<file path="config.mk">
export PLATFORM = sky130hd
export DESIGN_NAME = xcvr_bus_ctrl_flat
export DESIGN_NICKNAME = d
export VERILOG_FILES = /design/src/rtl/xcvr_bus_ctrl_if.sv /design/src/rtl/xcvr_bus_ctrl.sv /design/src/flat_wrapper.sv
export SDC_FILE = /design/constraint.sdc
export NUM_CORES = 1
export LEC_CHECK = 0
export CELL_PAD_IN_SITES_DETAIL_PLACEMENT = 1
export CELL_PAD_IN_SITES_GLOBAL_PLACEMENT = 2
export CORE_ASPECT_RATIO = 0.8
export CORE_MARGIN = 1.5
export CORE_UTILIZATION = 21
export DETAILED_ROUTE_END_ITERATION = 8
export GPL_TIMING_DRIVEN = 0
export PLACE_DENSITY = 0.85
export SLEW_MARGIN = 40
export SYNTH_ARGS = -nofsm -noshare
export SYNTH_HDL_FRONTEND = slang
export SYNTH_SLANG_ARGS = --single-unit
</file>
<file path="constraint.sdc">
create_clock -name i_clk -period 1.7 [get_ports i_clk]
set_clock_uncertainty 0.05 [all_clocks]
set_input_delay 0.34 -clock i_clk [delete_from_list [all_inputs] [get_ports i_clk]]
set_output_delay 0.34 -clock i_clk [all_outputs]
set_load 0.005 [all_outputs]
</file>
<file path="src/rtl/xcvr_bus_ctrl_if.sv">
// Host-side handshake and transceiver pins of the bus controller.
//
// Handshake rules (both channels): a transfer happens on the rising edge
// where valid and ready are both 1. Once valid is raised, the sender keeps
// it, and its payload, stable until that edge. Ready may rise and fall
// freely and never waits on valid.
// The request channel is i_req_valid/o_req_ready. The read response
// channel is o_rsp_valid/i_rsp_ready.
interface xcvr_bus_ctrl_if;
  logic       i_req_valid;
  logic       o_req_ready;
  logic       i_req_we;
  logic [7:0] i_req_data;
  logic       o_rsp_valid;
  logic       i_rsp_ready;
  logic [7:0] o_rsp_data;
  logic       o_wr_done;
  logic       o_dir;
  logic       o_oe;
  logic       o_a_drive;
  logic [7:0] o_a_out;
  logic [7:0] i_a_in;
  logic       o_busy;

  // Controller side.
  modport slave (
    input  i_req_valid, i_req_we, i_req_data, i_rsp_ready, i_a_in,
    output o_req_ready, o_rsp_valid, o_rsp_data, o_wr_done,
    output o_dir, o_oe, o_a_drive, o_a_out, o_busy
  );

  // Host / environment side.
  modport master (
    output i_req_valid, i_req_we, i_req_data, i_rsp_ready, i_a_in,
    input  o_req_ready, o_rsp_valid, o_rsp_data, o_wr_done,
    input  o_dir, o_oe, o_a_drive, o_a_out, o_busy
  );
endinterface

</file>
<file path="src/rtl/xcvr_bus_ctrl.sv">
// Sequencer for a bidirectional bus transceiver (DIR/OE pair).
// Every transfer follows the same sequence:
//   1. SETUP: the transceiver is disabled and DIR is set.
//   2. ENABLE: the transceiver is enabled for TEN_CYC cycles.
//   3. DISABLE: the transceiver is disabled for TEN_CYC cycles.
// DIR therefore only moves while OE has been high for at least a cycle.
// Read data is captured on the last ENABLE edge and is then offered on a
// valid/ready response channel.
// TEN_CYC has a legal range of 1..15, which fits the 4-bit counter.
module xcvr_bus_ctrl #(
  parameter int unsigned TEN_CYC = 2
) (
  input  logic           i_clk,
  input  logic           i_rst_n,
  xcvr_bus_ctrl_if.slave bus,
  output logic [2:0]     o_dbg_state
);

  typedef enum logic [2:0] {
    S_IDLE    = 3'd0,
    S_SETUP   = 3'd1,
    S_ENABLE  = 3'd2,
    S_DISABLE = 3'd3,
    S_RESP    = 3'd4
  } state_t;

  // The counter counts down to zero, so each phase lasts TEN_CYC cycles.
  localparam logic [3:0] CNT_LOAD = 4'(TEN_CYC - 1);

  state_t     r_state;
  state_t     w_next;
  logic       r_we;
  logic [3:0] r_cnt;
  logic       r_dir;
  logic       r_a_drive;
  logic [7:0] r_a_out;
  logic [7:0] r_rsp_data;

  logic w_req_ready;
  logic w_accept;
  logic w_cnt_last;
  logic w_oe;
  logic w_wr_done;
  logic w_rsp_valid;
  logic w_busy;

  assign w_accept   = w_req_ready & bus.i_req_valid;
  assign w_cnt_last = (r_cnt == 4'd0);

  // State register.
  always_ff @(posedge i_clk) begin
    if (!i_rst_n) r_state <= S_IDLE;
    else          r_state <= w_next;
  end

  // Next-state and state-decoded outputs.
  always_comb begin
    w_next      = r_state;
    w_req_ready = 1'b0;
    w_oe        = 1'b1;
    w_wr_done   = 1'b0;
    w_rsp_valid = 1'b0;
    w_busy      = 1'b1;
    case (r_state)
      S_IDLE: begin
        w_busy      = 1'b0;
        // Ready is held low while reset is asserted.
        w_req_ready = i_rst_n;
        if (w_req_ready && bus.i_req_valid) w_next = S_SETUP;
      end
      S_SETUP: w_next = S_ENABLE;
      S_ENABLE: begin
        w_oe = 1'b0;
        if (w_cnt_last) w_next = S_DISABLE;
      end
      S_DISABLE: begin
        if (w_cnt_last) begin
          if (r_we) begin
            w_wr_done = 1'b1;
            w_next    = S_IDLE;
          end else begin
            w_next = S_RESP;
          end
        end
      end
      S_RESP: begin
        w_rsp_valid = 1'b1;
        if (bus.i_rsp_ready) w_next = S_IDLE;
      end
      default: w_next = S_IDLE;
    endcase
  end

  // Request latch, phase counter, read capture and A-bus drive control.
  always_ff @(posedge i_clk) begin
    if (!i_rst_n) begin
      r_we       <= 1'b0;
      r_cnt      <= 4'd0;
      r_dir      <= 1'b0;
      r_a_drive  <= 1'b0;
      r_a_out    <= 8'd0;
      r_rsp_data <= 8'd0;
    end else begin
      // DIR only changes here, on the edge that leaves IDLE, where OE is high.
      if (w_accept) begin
        r_we      <= bus.i_req_we;
        r_dir     <= bus.i_req_we;
        r_a_drive <= bus.i_req_we;
        r_a_out   <= bus.i_req_data;
      end
      case (r_state)
        S_SETUP:   r_cnt <= CNT_LOAD;
        S_ENABLE:  r_cnt <= w_cnt_last ? CNT_LOAD : r_cnt - 4'd1;
        S_DISABLE: r_cnt <= w_cnt_last ? 4'd0 : r_cnt - 4'd1;
        default:   r_cnt <= r_cnt;
      endcase
      if (r_state == S_ENABLE && w_cnt_last && !r_we) r_rsp_data <= bus.i_a_in;
      if (r_state == S_DISABLE && w_cnt_last) r_a_drive <= 1'b0;
    end
  end

  assign bus.o_req_ready = w_req_ready;
  assign bus.o_rsp_valid = w_rsp_valid;
  assign bus.o_rsp_data  = r_rsp_data;
  assign bus.o_wr_done   = w_wr_done;
  assign bus.o_dir       = r_dir;
  assign bus.o_oe        = w_oe;
  assign bus.o_a_drive   = r_a_drive;
  assign bus.o_a_out     = r_a_out;
  assign bus.o_busy      = w_busy;
  assign o_dbg_state     = r_state;

endmodule

</file>
<file path="src/flat_wrapper.sv">
// flat-port wrapper written by rule: the top's interface ports become plain ports
module xcvr_bus_ctrl_flat 
#(
  parameter int unsigned TEN_CYC = 2
)
  (i_clk, i_rst_n, o_dbg_state, bus_i_req_valid, bus_i_req_we, bus_i_req_data, bus_i_rsp_ready, bus_i_a_in, bus_o_req_ready, bus_o_rsp_valid, bus_o_rsp_data, bus_o_wr_done, bus_o_dir, bus_o_oe, bus_o_a_drive, bus_o_a_out, bus_o_busy);
  xcvr_bus_ctrl_if bus_i ();
  input  logic i_clk;
  input  logic i_rst_n;
  output logic [2:0] o_dbg_state;
  input wire logic [$bits(bus_i.i_req_valid)-1:0] bus_i_req_valid;
  input wire logic [$bits(bus_i.i_req_we)-1:0] bus_i_req_we;
  input wire logic [$bits(bus_i.i_req_data)-1:0] bus_i_req_data;
  input wire logic [$bits(bus_i.i_rsp_ready)-1:0] bus_i_rsp_ready;
  input wire logic [$bits(bus_i.i_a_in)-1:0] bus_i_a_in;
  output wire logic [$bits(bus_i.o_req_ready)-1:0] bus_o_req_ready;
  output wire logic [$bits(bus_i.o_rsp_valid)-1:0] bus_o_rsp_valid;
  output wire logic [$bits(bus_i.o_rsp_data)-1:0] bus_o_rsp_data;
  output wire logic [$bits(bus_i.o_wr_done)-1:0] bus_o_wr_done;
  output wire logic [$bits(bus_i.o_dir)-1:0] bus_o_dir;
  output wire logic [$bits(bus_i.o_oe)-1:0] bus_o_oe;
  output wire logic [$bits(bus_i.o_a_drive)-1:0] bus_o_a_drive;
  output wire logic [$bits(bus_i.o_a_out)-1:0] bus_o_a_out;
  output wire logic [$bits(bus_i.o_busy)-1:0] bus_o_busy;
  assign bus_i.i_req_valid = bus_i_req_valid;
  assign bus_i.i_req_we = bus_i_req_we;
  assign bus_i.i_req_data = bus_i_req_data;
  assign bus_i.i_rsp_ready = bus_i_rsp_ready;
  assign bus_i.i_a_in = bus_i_a_in;
  assign bus_o_req_ready = bus_i.o_req_ready;
  assign bus_o_rsp_valid = bus_i.o_rsp_valid;
  assign bus_o_rsp_data = bus_i.o_rsp_data;
  assign bus_o_wr_done = bus_i.o_wr_done;
  assign bus_o_dir = bus_i.o_dir;
  assign bus_o_oe = bus_i.o_oe;
  assign bus_o_a_drive = bus_i.o_a_drive;
  assign bus_o_a_out = bus_i.o_a_out;
  assign bus_o_busy = bus_i.o_busy;
  xcvr_bus_ctrl #(.TEN_CYC(TEN_CYC)) u_core (.i_clk(i_clk), .i_rst_n(i_rst_n), .bus(bus_i), .o_dbg_state(o_dbg_state));
endmodule
</file>
Yosys cells after proc, flatten, opt, wreduce, memory -nomap -nowiden
Index checks and enable logic that the tools add are counted.
{"block": "word_totals", "regBits": 25, "word_cells": 43, "inputBits": 21, "output_inout_bits": 26}
{"block": "classes", "n_bitwise": 2, "n_addsub": 1, "muxes": 16, "eq_ne": 8, "reduce_logical": 10}
{"operator": "$mux W3", "count": 5}
{"operator": "$pmux W3 S5", "count": 1}
{"operator": "$pmux W4 S3", "count": 1}
{"operator": "$mux W4", "count": 2}
{"operator": "$mux W1", "count": 7}
{"operator": "$eq A3 B2 Y1 const B", "count": 2}
{"operator": "$ne A2 B1 Y1 const B", "count": 3}
{"operator": "$logic_and A1 B1 Y1", "count": 4}
{"operator": "$logic_not A4 Y1", "count": 1}
{"operator": "$reduce_and A4 Y1", "count": 1}
{"operator": "$sub A4 B1 Y4 const B", "count": 1}
{"operator": "$eq A3 B1 Y1 const B", "count": 1}
{"operator": "$eq A3 B3 Y1 const B", "count": 1}
{"operator": "$logic_not A3 Y1", "count": 1}
{"operator": "$reduce_bool A3 Y1", "count": 1}
{"operator": "$ne A2 B2 Y1 const B", "count": 1}
{"operator": "$reduce_or A2 Y1", "count": 1}
{"operator": "$and A1 B1 Y1", "count": 1}
{"operator": "$logic_not A1 Y1", "count": 1}
{"operator": "$not A1 Y1", "count": 1}

Longest topological paths before layout
Gate-level depths: netlist (run 1).
{"block": "logic_depth", "ltp_word": 3, "ltp_mapped": 6}

Least setup slack after synthesis (run 1)
OpenSTA, ideal clock, no wires.
{"block": "synth_path", "kind": "register -> output", "startpoint": "register u_core.r_cnt[0]", "endpoint": "output bus_o_wr_done", "path_slack_ns": -0.087, "stages_incl_launch_ff": 6, "arrival_ns": 1.397, "cell_sequence": "dfxtp_1 -> inv_1 -> ha_1 -> or3b_2 -> clkbuf_1 -> nor3_1"}
{"block": "synth_between", "elab_chain_cells": 3}
{"item": "from (decl)", "line_no": "xcvr_bus_ctrl.sv:33", "text": "logic [3:0] r_cnt;"}
{"item": "from (signal assigned)", "line_no": "xcvr_bus_ctrl.sv:113", "text": "S_ENABLE: r_cnt <= w_cnt_last ? CNT_LOAD : r_cnt - 4'd1;"}
{"item": "from (signal assigned)", "line_no": "xcvr_bus_ctrl.sv:114", "text": "S_DISABLE: r_cnt <= w_cnt_last ? 4'd0 : r_cnt - 4'd1;"}
{"item": "from (signal assigned)", "line_no": "xcvr_bus_ctrl.sv:115", "text": "default: r_cnt <= r_cnt;"}
{"item": "$logic_not A4 Y1", "line_no": "xcvr_bus_ctrl.sv:48", "text": "assign w_cnt_last = (r_cnt == 4'd0);"}
{"item": "$mux W1", "line_no": "xcvr_bus_ctrl.sv:77", "text": "if (w_cnt_last) begin"}
{"item": "$mux W1", "line_no": "xcvr_bus_ctrl.sv:64", "text": "case (r_state)"}
{"item": "to (decl)", "line_no": "flat_wrapper.sv:19", "text": "output wire logic [$bits(bus_i.o_wr_done)-1:0] bus_o_wr_done;"}
Every way passes these cells.

Worst setup path in the final report (run 1)
Same ends and word-level chain as after synthesis.

==> results of run 1 <==
state kept, by name, indices dropped and copies added, names as in the netlist:
signal,cells
u_core.r_cnt,4
u_core.bus.o_rsp_data,8
u_core.bus.o_dir,1
u_core.bus.o_a_out,8
u_core.o_dbg_state,3
u_core.bus.o_a_drive,1
power by group through the flow:
stage	Combinational, mW	Sequential [mW]	Clock, mW
floorplan	0.235	0.681	0
global placement	0.453	0.684	0
detailed placement	0.458	0.686	0
CTS	0.498	0.673	0.373
global route	0.591	0.686	0.397
finish	0.548	0.679	0.363
cells by family after synthesis:
family,share of synthesized area (%)
multiplexers,0.992
adder cells (fa/ha/maj),2.20
buffers and inverters,6.39
AND/OR/NAND/NOR,23.2
AO/OA/AOI/OAI,23.2
flip-flops,44.1
path summary, 6_finish.rpt:
path | startpoint | to | slack [ns] | depth (start not counted)
setup / recovery | u_core.r_cnt[0] | bus_o_wr_done | -0.15 | 5
hold / removal | u_core.bus.o_rsp_data[1] | u_core.bus.o_rsp_data[1] | 0.43 | 2
setup reg to reg | u_core.o_dbg_state[0] | u_core.bus.o_dir | 0.07 | 6
hold reg to reg | u_core.bus.o_rsp_data[1] | u_core.bus.o_rsp_data[1] | 0.43 | 2
worst max-delay path: stages (launching register included):
cell and delay [ns]:
dfxtp_4 0.37, inv_4 0.08, ha_4 0.13, or3b_4 0.38, nor3_2 0.10, buf_2 0.13
synth_stat cells, types with 2 or more instances:
cell / instances
dfxtp_1: 25
a21oi_1: 13
o21ai_0: 12
nand3_1: 10
a31o_2: 8
and3_1: 8
clkbuf_1: 7
inv_1: 5
nand2_1: 3
nor3b_1: 3
ha_1: 2
nor2_1: 2
or3_1: 2
cell type report:
type | count | area (um2) | area share [%]
sequential | 25 | 518 | 27.1
buffer | 7 | 62.6 | 3.27
tap | 62 | 77.6 | 4.05
clock buffer | 4 | 45.0 | 2.35
timing repair buffer | 58 | 557 | 29.1
multi-input combinational | 85 | 628 | 32.8
inverter | 6 | 25.0 | 1.31
layer usage:
| metal | vias up | track usage [%] |
|---|---|---|
| met5 | - | 0 |
| met4 | 0 | 2.46 |
| met3 | 5 | 3.21 |
| met2 | 24 | 25.6 |
| met1 | 572 | 15.8 |
| li1 | 587 | - |
stage by stage:
stage	TNS, ns	util [%]	std cells
3_5_place_dp	-8.91	33.2	234
3_3_place_gp	-8.15	33.2	234
5_1_grt	-0.418	37.6	247
2_1_floorplan	0	-	126
4_1_cts	-1.49	35.7	245
6_report	-0.293	37.6	247
what timing repair did:
action,CTS,global route
cloned,0,1
resized for setup,35,20
buffers inserted,9,5
endpoints found under the setup margin,19,21
pin swaps,2,1
==> impl_metrics.tcl, run 1 <==
set metrics [dict create \
    f_max_mhz 541 \
    switching_share_pct 30.2 \
    detailroute.wirelength.met2_um 1940 \
    antenna_found_initial 0 \
    synth_top_cell_by_area "dfxtp_1" \
    synthToLayoutAreaGrowth_pct 68.6 \
    avgRoutedWirePerCell_um 16.2 \
    drc 4 \
    worst_ep_arrival_ns 1.46 \
    grt_pass1_wl_um 6160 \
    finalHoldViolCount 0 \
    ir_drop_mv 0.277 \
    grt_util_all_layers_pct 13.5 \
    slew-limit-headroom_pct 65.3 \
    top_layer "met4" \
    ys.flop_type "dfxtp_1" \
    htreeDepth 1 \
    clock-sinks 25 \
    route.final.wire_length_um 4010 \
    internal_power_mw 1.11 \
    clock_power_share_pct 22.8 \
    routed-wl-met3_um 194 \
    rows 23 \
    yosysWarnings 0 \
    cp-end-kind "primary output" \
    post_synthesis_cell_area_mm2 0.00113 \
    ys_seq_elements 25 \
    total_power_draw_mw 1.59 \
    route.vias.total 1188 \
    drt.antenna.violating_nets 0 \
    synth_area_per_cell_um2 9.01 \
    core_mm2 0.00509 \
    synth_largest_type_area_fraction_pct 44.1 \
    fin_nets 209 \
    die_h_um 68.8 \
    final.hold.worst_slack_ns 0.433 \
    globalRouteOverflowTotal 0 \
    rsz_0062_raised_after_global_routing "true" \
    post_cts_hold_buffer_count 0 \
    p_leak_nw 0.727 \
    grt_start_max_net_pins 14 \
    max_cap_violations 0 \
    final_layout_size_suffix_gt1_share_pct 29.2 \
    vias_per_cell 4.81 \
    chipWidth_um 85.2 \
    die-area_mm2 0.00586 \
    crit_path_class "flip-flop to primary output" \
    path_clk_slew_ns 0.09 \
    power.share.sequential_pct 42.7 \
    netlist_top_cells_area "dfxtp_1 (44%), a31o_2 (6.2%), a21oi_1 (5.7%), o21ai_0 (5.3%), and3_1 (4.4%)" \
    slew_viol_final 0 \
    finalSetupViolations 2 \
    initial_util_pct 22.3 \
    postPlaceCellArea_mm2 0.00169 \
    failed_checks "DRC, setup timing" \
    numCtsBuffers 3 \
    period_share_pct 109 \
    asyncSetResetFlopFracSynth_pct 0 \
    start_kind "flip-flop" \
    ratio_of_total_power_to_cell_area_mw_per_mm2 831 \
    cts-root-buf "clkbuf_8" \
    antennaDiodeCount 0 \
    synth.lib_cells_used.distinct 39 \
    cts_buffer_depth 2 \
    syn_inst 126 \
    grt_pass1_vias 1228 \
    clk-insertion-delay-late_ns 0.27 \
    fin_crit_period_ns 1.85 \
    switching_power_uw 481 \
    fillCellCount 584 \
    place_worst_setup_slack_ns -0.717 \
    drt_iter0_drc 41 \
    timing_worst_slew_pin_value_ns 0.521 \
    most-common-layout-cells "clkdlybuf4s50_1 (39), dfxtp_1 (19), o21ai_0 (12), a21oi_1 (12), buf_4 (11)" \
    cts_tree "done" \
    drt_pre_antenna_iters 6 \
    number_of_synthesized_flops_with_an_enable_pin 0 \
    worst_path_required_time_ns 1.31 \
    mappedNetlistNets 149 \
    hp-class "flip-flop to flip-flop" \
    synth_sequential_area_ratio_pct 44.1 \
    drt-met1-wl_um 1850 \
    layout_setup_ws_ns -0.149 \
    status "complete, but fails checks" \
    layout_commonest_cell "clkdlybuf4s50_1" \
    detailed_place_hpwl_um 2660 \
    io_pins 47 \
    finalWeightedCongestion 0.782 \
    postLayoutCellArea_mm2 0.00191 \
    io_buffer_count 46 \
    critical_path_peak_fanout 4 \
    logic_pwr_share_pct 34.5 \
]
(Power assumes the default switching activity.)
==> run 2, diff against run 1 <==
Settings changed: RECOVER_POWER set to 25.
==> results of run 2 <==
Same layout as run 1: the final DEF is identical, and so are final timing and power.
